==> config.mk <==
export PLATFORM = sky130hd
export DESIGN_NAME = ascon_stream_tx_flat
export DESIGN_NICKNAME = d
export VERILOG_FILES = /design/src/rtl/ascon_pkg.sv /design/src/rtl/ascon_stream_tx_if.sv /design/src/rtl/ascon_tx_outreg.sv /design/src/rtl/ascon_stream_tx.sv /design/src/flat_wrapper.sv
export SDC_FILE = /design/constraint.sdc
export NUM_CORES = 1
export LEC_CHECK = 0
export ABC_AREA = 1
export BUFFER_PORTS_ARGS = -buffer_cell sky130_fd_sc_hd__buf_2
export CORE_ASPECT_RATIO = 2
export CORE_MARGIN = 1.5
export CORE_UTILIZATION = 40
export DETAILED_ROUTE_END_ITERATION = 8
export PLACE_DENSITY = 0.62
export SYNTH_ARGS = -nofsm -noshare
export SYNTH_HDL_FRONTEND = slang
export SYNTH_HIERARCHICAL = 1
export SYNTH_SLANG_ARGS = --single-unit
==> constraint.sdc <==
create_clock -name clk -period 3.9 [get_ports clk]
set_clock_uncertainty 0.05 [all_clocks]
set_input_delay 0.78 -clock clk [delete_from_list [all_inputs] [get_ports clk]]
set_output_delay 0.78 -clock clk [all_outputs]
set_load 0.01 [all_outputs]
==> src/rtl/ascon_pkg.sv <==
// Shared Ascon stream definitions: data_in type codes, mode codes,
// fixed segment length, request-sequencer state enum, word select helper.
package ascon_pkg;

  localparam logic [3:0] TYPE_EMPTY  = 4'd0;
  localparam logic [3:0] TYPE_KEY    = 4'd1;
  localparam logic [3:0] TYPE_NONCE  = 4'd2;
  localparam logic [3:0] TYPE_ASSOC  = 4'd3;
  localparam logic [3:0] TYPE_PLAIN  = 4'd4;
  localparam logic [3:0] TYPE_CIPHER = 4'd5;
  localparam logic [3:0] TYPE_TAG    = 4'd6;

  localparam logic MODE_DEC = 1'b0;
  localparam logic MODE_ENC = 1'b1;

  localparam int         SEG_WORDS = 4;
  localparam logic [1:0] SEG_LAST  = 2'(SEG_WORDS - 1);

  typedef enum logic [2:0] {
    ST_IDLE,
    ST_KEY,
    ST_NONCE,
    ST_AD,
    ST_MSG,
    ST_TAG,
    ST_DONE
  } state_t;

  // Word i of a 128-bit value, most significant word first.
  function automatic logic [31:0] word_of(
    input logic [127:0] v,
    input logic [1:0]   i
  );
    logic [31:0] w;
    unique case (i)
      2'd0: w = v[127:96];
      2'd1: w = v[95:64];
      2'd2: w = v[63:32];
      2'd3: w = v[31:0];
    endcase
    return w;
  endfunction

endpackage

==> src/rtl/ascon_stream_tx_if.sv <==
// Stream bundle: upstream word source (src_*) and core data_in (tx_*).
// master = transmitter side, slave = source/core side (or bench).
interface ascon_stream_tx_if;

  logic [31:0] src_data;
  logic        src_valid;
  logic        src_ready;
  logic [31:0] tx_data;
  logic [3:0]  tx_type;
  logic        tx_valid;
  logic        tx_last;
  logic        tx_ready;

  modport master (
    input  src_data, src_valid, tx_ready,
    output src_ready, tx_data, tx_type, tx_valid, tx_last
  );

  modport slave (
    output src_data, src_valid, tx_ready,
    input  src_ready, tx_data, tx_type, tx_valid, tx_last
  );

endinterface

==> src/rtl/ascon_tx_outreg.sv <==
// One-entry output register for data/type/last; clk, rst (async low),
// load/flush in, ready in, valid/data/dtype/last out, can_load to FSM.
module ascon_tx_outreg
  import ascon_pkg::*;
(
  input  logic        clk,
  input  logic        rst,
  input  logic        load,
  input  logic        flush,
  input  logic [31:0] d_data,
  input  logic [3:0]  d_type,
  input  logic        d_last,
  input  logic        ready,
  output logic        valid,
  output logic [31:0] data,
  output logic [3:0]  dtype,
  output logic        last,
  output logic        can_load
);

  assign can_load = !valid || ready;

  always_ff @(posedge clk or negedge rst) begin
    if (!rst) begin
      valid <= 1'b0;
      data  <= '0;
      dtype <= TYPE_EMPTY;
      last  <= 1'b0;
    end else if (flush) begin
      valid <= 1'b0;
      data  <= '0;
      dtype <= TYPE_EMPTY;
      last  <= 1'b0;
    end else if (load) begin
      valid <= 1'b1;
      data  <= d_data;
      dtype <= d_type;
      last  <= d_last;
    end else if (ready) begin
      // drained with nothing behind it: back to EMPTY
      valid <= 1'b0;
      data  <= '0;
      dtype <= TYPE_EMPTY;
      last  <= 1'b0;
    end
  end

endmodule

==> src/rtl/ascon_stream_tx.sv <==
// Sequences one Ascon request (key, nonce, AD, msg, tag) onto data_in.
// Ports: start/mode/key/nonce/tag/lengths in, bus, busy/done; macro ASCON_STREAM_TX_ABORT_EN adds abort/aborted.
module ascon_stream_tx
  import ascon_pkg::*;
#(
  parameter int LEN_W = 8
) (
  input  logic               clk,
  input  logic               rst,
  ascon_stream_tx_if.master  bus,
  input  logic               start,
  input  logic               mode,
  input  logic [127:0]       key,
  input  logic [127:0]       nonce,
  input  logic [127:0]       tag,
  input  logic [LEN_W-1:0]   ad_len,
  input  logic [LEN_W-1:0]   msg_len,
  output logic               busy,
  output logic               done
`ifdef ASCON_STREAM_TX_ABORT_EN
  ,
  input  logic               abort,
  output logic               aborted
`endif
);

  state_t             state, state_n;
  logic [1:0]         idx;
  logic [LEN_W-1:0]   rem;
  logic               mode_r;
  logic [127:0]       key_r, nonce_r, tag_r;
  logic [LEN_W-1:0]   ad_len_r, msg_len_r;
  logic               ld, ld_last, can_load;
  logic [31:0]        ld_data;
  logic [3:0]         ld_type;
  logic               src_rdy, src_acc, kill;
  state_t             nxt_ad, nxt_msg, nxt_tag;

  assign busy          = (state != ST_IDLE);
  assign bus.src_ready = src_rdy;
  assign src_acc       = src_rdy && bus.src_valid;

`ifdef ASCON_STREAM_TX_ABORT_EN
  assign kill = abort && busy;
  always_ff @(posedge clk or negedge rst) begin
    if (!rst) aborted <= 1'b0;
    else      aborted <= kill;
  end
`else
  assign kill = 1'b0;
`endif

  ascon_tx_outreg u_outreg (
    .clk      (clk),
    .rst      (rst),
    .load     (ld),
    .flush    (kill),
    .d_data   (ld_data),
    .d_type   (ld_type),
    .d_last   (ld_last),
    .ready    (bus.tx_ready),
    .valid    (bus.tx_valid),
    .data     (bus.tx_data),
    .dtype    (bus.tx_type),
    .last     (bus.tx_last),
    .can_load (can_load)
  );

  always_comb begin
    state_n = state;
    ld      = 1'b0;
    ld_data = '0;
    ld_type = TYPE_EMPTY;
    ld_last = 1'b0;
    src_rdy = 1'b0;
    done    = 1'b0;
    nxt_tag = (mode_r == MODE_DEC) ? ST_TAG : ST_DONE;
    nxt_msg = (msg_len_r != '0) ? ST_MSG : nxt_tag;
    nxt_ad  = (ad_len_r != '0) ? ST_AD : nxt_msg;
    unique case (state)
      ST_IDLE: begin
        // key word 0 comes straight from the input so it is
        // valid on the cycle after start
        if (start) begin
          ld      = 1'b1;
          ld_data = key[127:96];
          ld_type = TYPE_KEY;
          state_n = ST_KEY;
        end
      end
      ST_KEY, ST_NONCE, ST_TAG: begin
        if (can_load) begin
          ld      = 1'b1;
          ld_last = (idx == SEG_LAST);
          if (state == ST_KEY) begin
            ld_data = word_of(key_r, idx);
            ld_type = TYPE_KEY;
            if (ld_last) state_n = ST_NONCE;
          end else if (state == ST_NONCE) begin
            ld_data = word_of(nonce_r, idx);
            ld_type = TYPE_NONCE;
            if (ld_last) state_n = nxt_ad;
          end else begin
            ld_data = word_of(tag_r, idx);
            ld_type = TYPE_TAG;
            if (ld_last) state_n = ST_DONE;
          end
        end
      end
      ST_AD, ST_MSG: begin
        src_rdy = (rem != '0) && can_load;
        if (src_acc) begin
          ld      = 1'b1;
          ld_data = bus.src_data;
          ld_last = (rem == LEN_W'(1));
          if (state == ST_AD) begin
            ld_type = TYPE_ASSOC;
            if (ld_last) state_n = nxt_msg;
          end else begin
            ld_type = (mode_r == MODE_ENC) ? TYPE_PLAIN : TYPE_CIPHER;
            if (ld_last) state_n = nxt_tag;
          end
        end
      end
      ST_DONE: begin
        // final word has left the output register
        if (!bus.tx_valid) begin
          done    = 1'b1;
          state_n = ST_IDLE;
        end
      end
      default: state_n = ST_IDLE;
    endcase
    if (kill) begin
      state_n = ST_IDLE;
      ld      = 1'b0;
      src_rdy = 1'b0;
      done    = 1'b0;
    end
  end

  always_ff @(posedge clk or negedge rst) begin
    if (!rst) begin
      state <= ST_IDLE;
      idx   <= '0;
      rem   <= '0;
    end else begin
      state <= state_n;
      if (kill)
        idx <= '0;
      else if (ld && (state inside {ST_IDLE, ST_KEY, ST_NONCE, ST_TAG}))
        idx <= idx + 2'd1;
      if (kill)
        rem <= '0;
      else if (state_n != state)
        rem <= (state_n == ST_AD)  ? ad_len_r  :
               (state_n == ST_MSG) ? msg_len_r : '0;
      else if (src_acc && rem != '0)
        rem <= rem - LEN_W'(1);
    end
  end

  always_ff @(posedge clk or negedge rst) begin
    if (!rst) begin
      mode_r    <= MODE_DEC;
      key_r     <= '0;
      nonce_r   <= '0;
      tag_r     <= '0;
      ad_len_r  <= '0;
      msg_len_r <= '0;
    end else if (state == ST_IDLE && start) begin
      mode_r    <= mode;
      key_r     <= key;
      nonce_r   <= nonce;
      tag_r     <= tag;
      ad_len_r  <= ad_len;
      msg_len_r <= msg_len;
    end
  end

endmodule

==> src/flat_wrapper.sv <==
// flat-port wrapper written by rule: the top's interface ports become plain ports
module ascon_stream_tx_flat import ascon_pkg::*;
#(
  parameter int LEN_W = 8
)
  (clk, rst, start, mode, key, nonce, tag, ad_len, msg_len, busy, done, bus_src_data, bus_src_valid, bus_tx_ready, bus_src_ready, bus_tx_data, bus_tx_type, bus_tx_valid, bus_tx_last);
  ascon_stream_tx_if bus_i ();
  input  logic clk;
  input  logic rst;
  input  logic start;
  input  logic mode;
  input  logic [127:0] key;
  input  logic [127:0] nonce;
  input  logic [127:0] tag;
  input  logic [LEN_W-1:0] ad_len;
  input  logic [LEN_W-1:0] msg_len;
  output logic busy;
  output logic done;
  input wire logic [$bits(bus_i.src_data)-1:0] bus_src_data;
  input wire logic [$bits(bus_i.src_valid)-1:0] bus_src_valid;
  input wire logic [$bits(bus_i.tx_ready)-1:0] bus_tx_ready;
  output wire logic [$bits(bus_i.src_ready)-1:0] bus_src_ready;
  output wire logic [$bits(bus_i.tx_data)-1:0] bus_tx_data;
  output wire logic [$bits(bus_i.tx_type)-1:0] bus_tx_type;
  output wire logic [$bits(bus_i.tx_valid)-1:0] bus_tx_valid;
  output wire logic [$bits(bus_i.tx_last)-1:0] bus_tx_last;
  assign bus_i.src_data = bus_src_data;
  assign bus_i.src_valid = bus_src_valid;
  assign bus_i.tx_ready = bus_tx_ready;
  assign bus_src_ready = bus_i.src_ready;
  assign bus_tx_data = bus_i.tx_data;
  assign bus_tx_type = bus_i.tx_type;
  assign bus_tx_valid = bus_i.tx_valid;
  assign bus_tx_last = bus_i.tx_last;
  ascon_stream_tx #(.LEN_W(LEN_W)) u_core (.clk(clk), .rst(rst), .bus(bus_i), .start(start), .mode(mode), .key(key), .nonce(nonce), .tag(tag), .ad_len(ad_len), .msg_len(msg_len), .busy(busy), .done(done));
endmodule
[Word level (Yosys, flattened, before mapping)]
Cells that the tools add are included.
Operators by class
  divide/modulo/power cells: 0
  multiply operators: 0
  reduce and logical (&&, ||, !) cells: 18
  magnitude comparators: 0
  bitwise operators: 0
  shift-type cells: 0
  add/sub/neg operators: 2
  equal/unequal tests: 13
  multiplexer cells: 54
Operators by type and width (count)
  $pmux 32 s4: 3
  $mux 32: 7
  $pmux 32 s3: 1
  $mux 3: 15
  $mux 8: 4
  $mux 4: 6
  $reduce_bool 8->1: 3
  $mux 1: 13
  $eq 3x3->1 const B: 4
  $pmux 3 s4: 1
  $pmux 4 s3: 1
  $eq 3x2->1 const B: 3
  $eq 8x1->1 const B: 1
  $sub 8x1->8 const B: 1
  $logic_and 1x1->1: 5
  $eq 2x2->1 const B: 2
  $reduce_bool 2->1: 2
  $reduce_bool 4->1: 1
  $eq 3x1->1 const B: 1
  $logic_not 3->1: 1
  $ne 3x3->1: 1
  $pmux 1 s3: 1
  $reduce_bool 3->1: 1
  $reduce_or 3->1: 1
  other kinds (8): 8
Word-level totals
  memory bits (read-only): 0
  flip-flop bits (word level): 452
  memories: 0
  word-level logic and storage cells: 100
  RAM bits: 0
  latch bits: 0

[Depth between registers and ports, before layout]
  depth after elaboration: 12
  depth in mapped cells: 19
  gate-level depth less buffers: 18

[Cells and area by module]
Netlist, hierarchy kept.
Modules (own cells, without submodules)
  ascon_stream_tx: area each 19680.1 µm², times used 1, cells each 2571
  ascon_tx_outreg: area each 1604.0 µm², times used 1, cells each 165

[Worst setup path after synthesis]
No wires, ideal clock.
  path kind: reg2reg
  start point: register u_core.rem[0]
  end point: register u_core.u_outreg.valid
  path slack: 1578 ps
  period minus slack after synthesis: 2322 ps
  data arrival time: 2143 ps
  setup time: 129 ps
  stages on the path, launching flop included: 13
  cells stage by stage: dfrtp_1 inv_1 ha_1 nand2_1 nor2_1 nor3_4 inv_1 clkbuf_1 nand3_1 inv_1 clkbuf_8 buf_6 a21oi_1
Between the ends
  cells in the longest elaborated chain, start to end: 7
  elaborated cells between the ends (all ways): 8
RTL lines
  from (decl): RTL line ascon_stream_tx.sv:29  | logic [LEN_W-1:0] rem;
  from (signal assigned): RTL line ascon_stream_tx.sv:156  | rem <= (state_n == ST_AD) ? ad_len_r :
  from (signal assigned): RTL line ascon_stream_tx.sv:159  | rem <= rem - LEN_W'(1);
  $reduce_bool 8->1 *: RTL line ascon_stream_tx.sv:111  | src_rdy = (rem != '0) && can_load;
  $logic_and 1x1->1 *: RTL line ascon_stream_tx.sv:111
  $mux 1 *: RTL line ascon_stream_tx.sv:80  | unique case (state)
  $logic_and 1x1->1 *: RTL line ascon_stream_tx.sv:41  | assign src_acc = src_rdy && bus.src_valid;
  $mux 1 *: RTL line ascon_stream_tx.sv:112  | if (src_acc) begin
  $pmux 1 s3 *: RTL line ascon_stream_tx.sv:80
  named net u_core.ld: RTL line ascon_stream_tx.sv:33  | logic ld, ld_last, can_load;
  $mux 1 / $reduce_bool 2->1 (equally long branches)
  to (signal assigned): RTL line ascon_tx_outreg.sv:30  | valid <= 1'b0;
  to (signal assigned): RTL line ascon_tx_outreg.sv:35  | valid <= 1'b1;
  to (signal assigned): RTL line ascon_tx_outreg.sv:41  | valid <= 1'b0;
  to (decl): RTL line ascon_tx_outreg.sv:14  | output logic valid,
The timed path passes the listed nets; every way through them passes the cells marked *.
A chain may end at the register's enable or synchronous reset.

[Final worst setup path]
  start point: register u_core.idx[0]
  end point: register u_core.u_outreg.data[2]
Between the ends
  cells in the longest elaborated chain, start to end: 7
  elaborated cells between the ends (all ways): 12
RTL lines
  from (decl): RTL line ascon_stream_tx.sv:28  | logic [1:0] idx;
  from (signal assigned): RTL line ascon_stream_tx.sv:152  | idx <= idx + 2'd1;
  $eq 2x2->1 (tied with other cells): RTL line ascon_pkg.sv:35  | unique case (i)
  $pmux 32 s4: RTL line ascon_pkg.sv:35
  $mux 32: RTL line ascon_stream_tx.sv:99  | end else if (state == ST_NONCE) begin
  $mux 32 *: RTL line ascon_stream_tx.sv:95  | if (state == ST_KEY) begin
  $mux 32 *: RTL line ascon_stream_tx.sv:92  | if (can_load) begin
  $pmux 32 s3 *: RTL line ascon_stream_tx.sv:80
  named net u_core.ld_data[2]: RTL line ascon_stream_tx.sv:34  | logic [31:0] ld_data;
  $mux 32 *: RTL line ascon_tx_outreg.sv:34  | end else if (load) begin
  to (signal assigned): RTL line ascon_tx_outreg.sv:36  | data <= d_data;
  to (decl): RTL line ascon_tx_outreg.sv:15  | output logic [31:0] data,
Marks and branches as above.

==> run summary <==
outcome: complete, no violations
internal reg-to-reg setup slack: 800 ps
Synth cell types: 37
fmax: 323 MHz
iteration count of the initial detailed-routing pass: 5
worst-case reg-to-reg path depth: 9
fin crit share: 79.5%
Post-DRT Antenna Nets: 0
DIE AREA: 54700 um^2
count leader, synth: nand2_1
initial antenna violation count: 19
Power per Cell Area: 891 nW/um^2
RePlAce Congestion: 0.928
Post-synth EDFFs: 0
Vias: 20600
largest net degree at the start of global routing: 159
Worst VDD drop: 0.000520 V
Starting Density: 40.5%
worst path required time: 4350 ps
Worst R2R Start: u_core/idx[0]
path type of the worst min-delay path: in -> async
Die Y: 329 um
CTS Hold Buffers Added: 0
clock tree sinks: 452
# placed instances: 3759
CP Data Arrival Time: 3550 ps
WL final: 86000 um
CTS clk-pin slew, worst paths: 70 ps
synthesized area: 21300 um^2
share of the synthesized area in the top cell type: 53.1%
number of global-route vias before repair: 20500
Worst Tran Pin Value: 1000 ps
Avg WL per Cell: 22.4 um
Pleak: 13.4 nW
First DRT Iteration DRCs: 1765
post-synth top area cell: dfrtp_1
Die W: 166 um
ratio of cells with drive above 1 in the final layout: 20.3%
synth warn: 6
Crit Path Class: reg -> reg
final worst slack: 800 ps
Async S/R FF share, synth: 100%
Layout Nets: 3583
Post-synth top cells: nand2_1, dfrtp_1, o21ai_0
Setup crit end: u_core/u_outreg/data[2]
GRT overflow: 0
DRC Markers: 0
fin util: 49.2%
Setup Fix Bufs, Post-CTS: 0
Final Max Slew Viols: 0
post-detail-place hpwl: 64700 um
I/O pin total: 479
post-cts sizing count: 0
CP Max Fanout: 43
Layout area overhead: 21.5%
post-synthesis sequential area ratio: 53.1%
core region area: 52600 um^2
syn avg cell area: 7.78 um^2
pre-CTS WS: 838 ps
Final Hold Vio Count: 0
Max-Cap Viols: 0
Area contributors post-synth: dfrtp_1, nand2_1, o21ai_0
Port Buffer Count: 478
overall routing resource usage: 31.1%
Clock H-tree levels: 2
Tmin final: 3100 ps
worst setup path start: u_core/idx[0]
later-pin clock latency in the skew report: 580 ps
CTS tree: done
# rows: 119
Synth Register Bits: 452
setup TNS: 0 ps
Slew headroom: 33.2%
Layout Cells excl Fill: 3844
RSZ-0062 raised after global routing: false
Cells after Synth: 2736
startpoint types: flip-flop
clk root buf: clkbuf_16
clk buf depth: 3
DR vias/cell: 5.35
CTS Buf Count: 43
commonest register cell after synthesis: dfrtp_1
number of setup violations in the final report: 0
Worst setup EP type: flip-flop
first-pass GRT wire length: 127000 um
Reg-to-Reg End: u_core/u_outreg/data[2]
## stage by stage
step | hold WS [ps] | total power [mW] | instance area, um^2
4_1_cts | 186 | 23.1 | 25900
2_1_floorplan | 399 | 14.3 | 21300
5_1_grt | 205 | 24.5 | 25900
3_3_place_gp | 412 | 18.4 | 24400
3_5_place_dp | 415 | 18.6 | 24400
6_report | 147 | 23.1 | 25900
## state kept, by name, indices dropped and copies added (netlist names)
register / cells
u_core/rem: 8
u_core/key_r: 128
u_core/idx: 2
u_core/mode_r: 1
u_core/ad_len_r: 8
u_core/state: 3
u_core/u_outreg/valid: 1
u_core/u_outreg/dtype: 4
u_core/u_outreg/last: 1
u_core/msg_len_r: 8
u_core/u_outreg/data: 32
u_core/tag_r: 128
u_core/nonce_r: 128
## worst min path at each step
stage	cells past startpoint	endpoint	slack [ps]	from
after floorplan	2	u_core/nonce_r[100]	400	u_core/nonce_r[100]
after global placement	2	u_core/key_r[44]	410	u_core/key_r[44]
after detailed placement	2	u_core/tag_r[117]	410	u_core/tag_r[117]
after CTS	1	u_core/tag_r[53]	190	rst
after global routing	1	u_core/tag_r[45]	210	rst
final	1	u_core/tag_r[45]	150	rst
## layout by cell type (no fill, tap or decap), drive strengths merged
master       n
nand2     1273
xor2         3
nor3         2
dfrtp      452
o211ai      64
nand4        6
o31ai        1
clkinvlp     2
a21oi      167
nand3       79
a211o        1
buf        527
o311ai      32
nor2        27
diode        7
o21ai      279
inv        169
nand3b       1
clkbuf      63
clkinv      11
conb         4
o22ai        1
ha           6
bufinv       2
## metal layers
layer	wire length [um]	vias up	share of wire [%]	GRT usage [%]
met5	186	-	0.22	0
met4	6020	28	7.0	20.1
met3	5860	236	6.8	5.65
met2	43300	982	50	54.1
met1	30600	9765	36	34.9
li1	-	9557	-	-
## area by class of cell
class                           count  area [um^2]
Antenna cell                        7         17.5
Clock buffer                       63         1300
Clock inverter                     15          164
Fill cell                        5296        26700
Inverter                          169          644
Multi-Input combinational cell   1946         8680
Sequential cell                   452        11300
Tap cell                          665          832
Timing Repair Buffer              527         2920
## cell families after synthesis
logic type	Yosys count	synth area share [%]
AOI/OAI and AO/OA	545	14.2
adders and majority gates	6	0.353
other	1	0.0176
buffers and inverters	341	6.44
and+or+nand+nor	1388	25.7
DFF	452	53.1
xor gates and xnor gates	3	0.123
## power by group
| group | switching (mW) | internal, mW | leakage, nW | total (mW) |
|---|---|---|---|---|
| Clock | 1.92 | 2.47 | 0.721 | 4.39 |
| Combinational | 7.29 | 3.10 | 7.07 | 10.4 |
| Sequential | 1.37 | 6.91 | 5.65 | 8.28 |
## worst max-delay path, stage by stage (launching register included)
cell and delay, ps:
dfrtp_1 450, inv_1 190, ha_4 550, buf_4 420
nand2_1 90, o211ai_1 240, a21oi_1 150, o311ai_0 650
nand2_1 110, nand2_1 100
(Power assumes the default switching activity.)
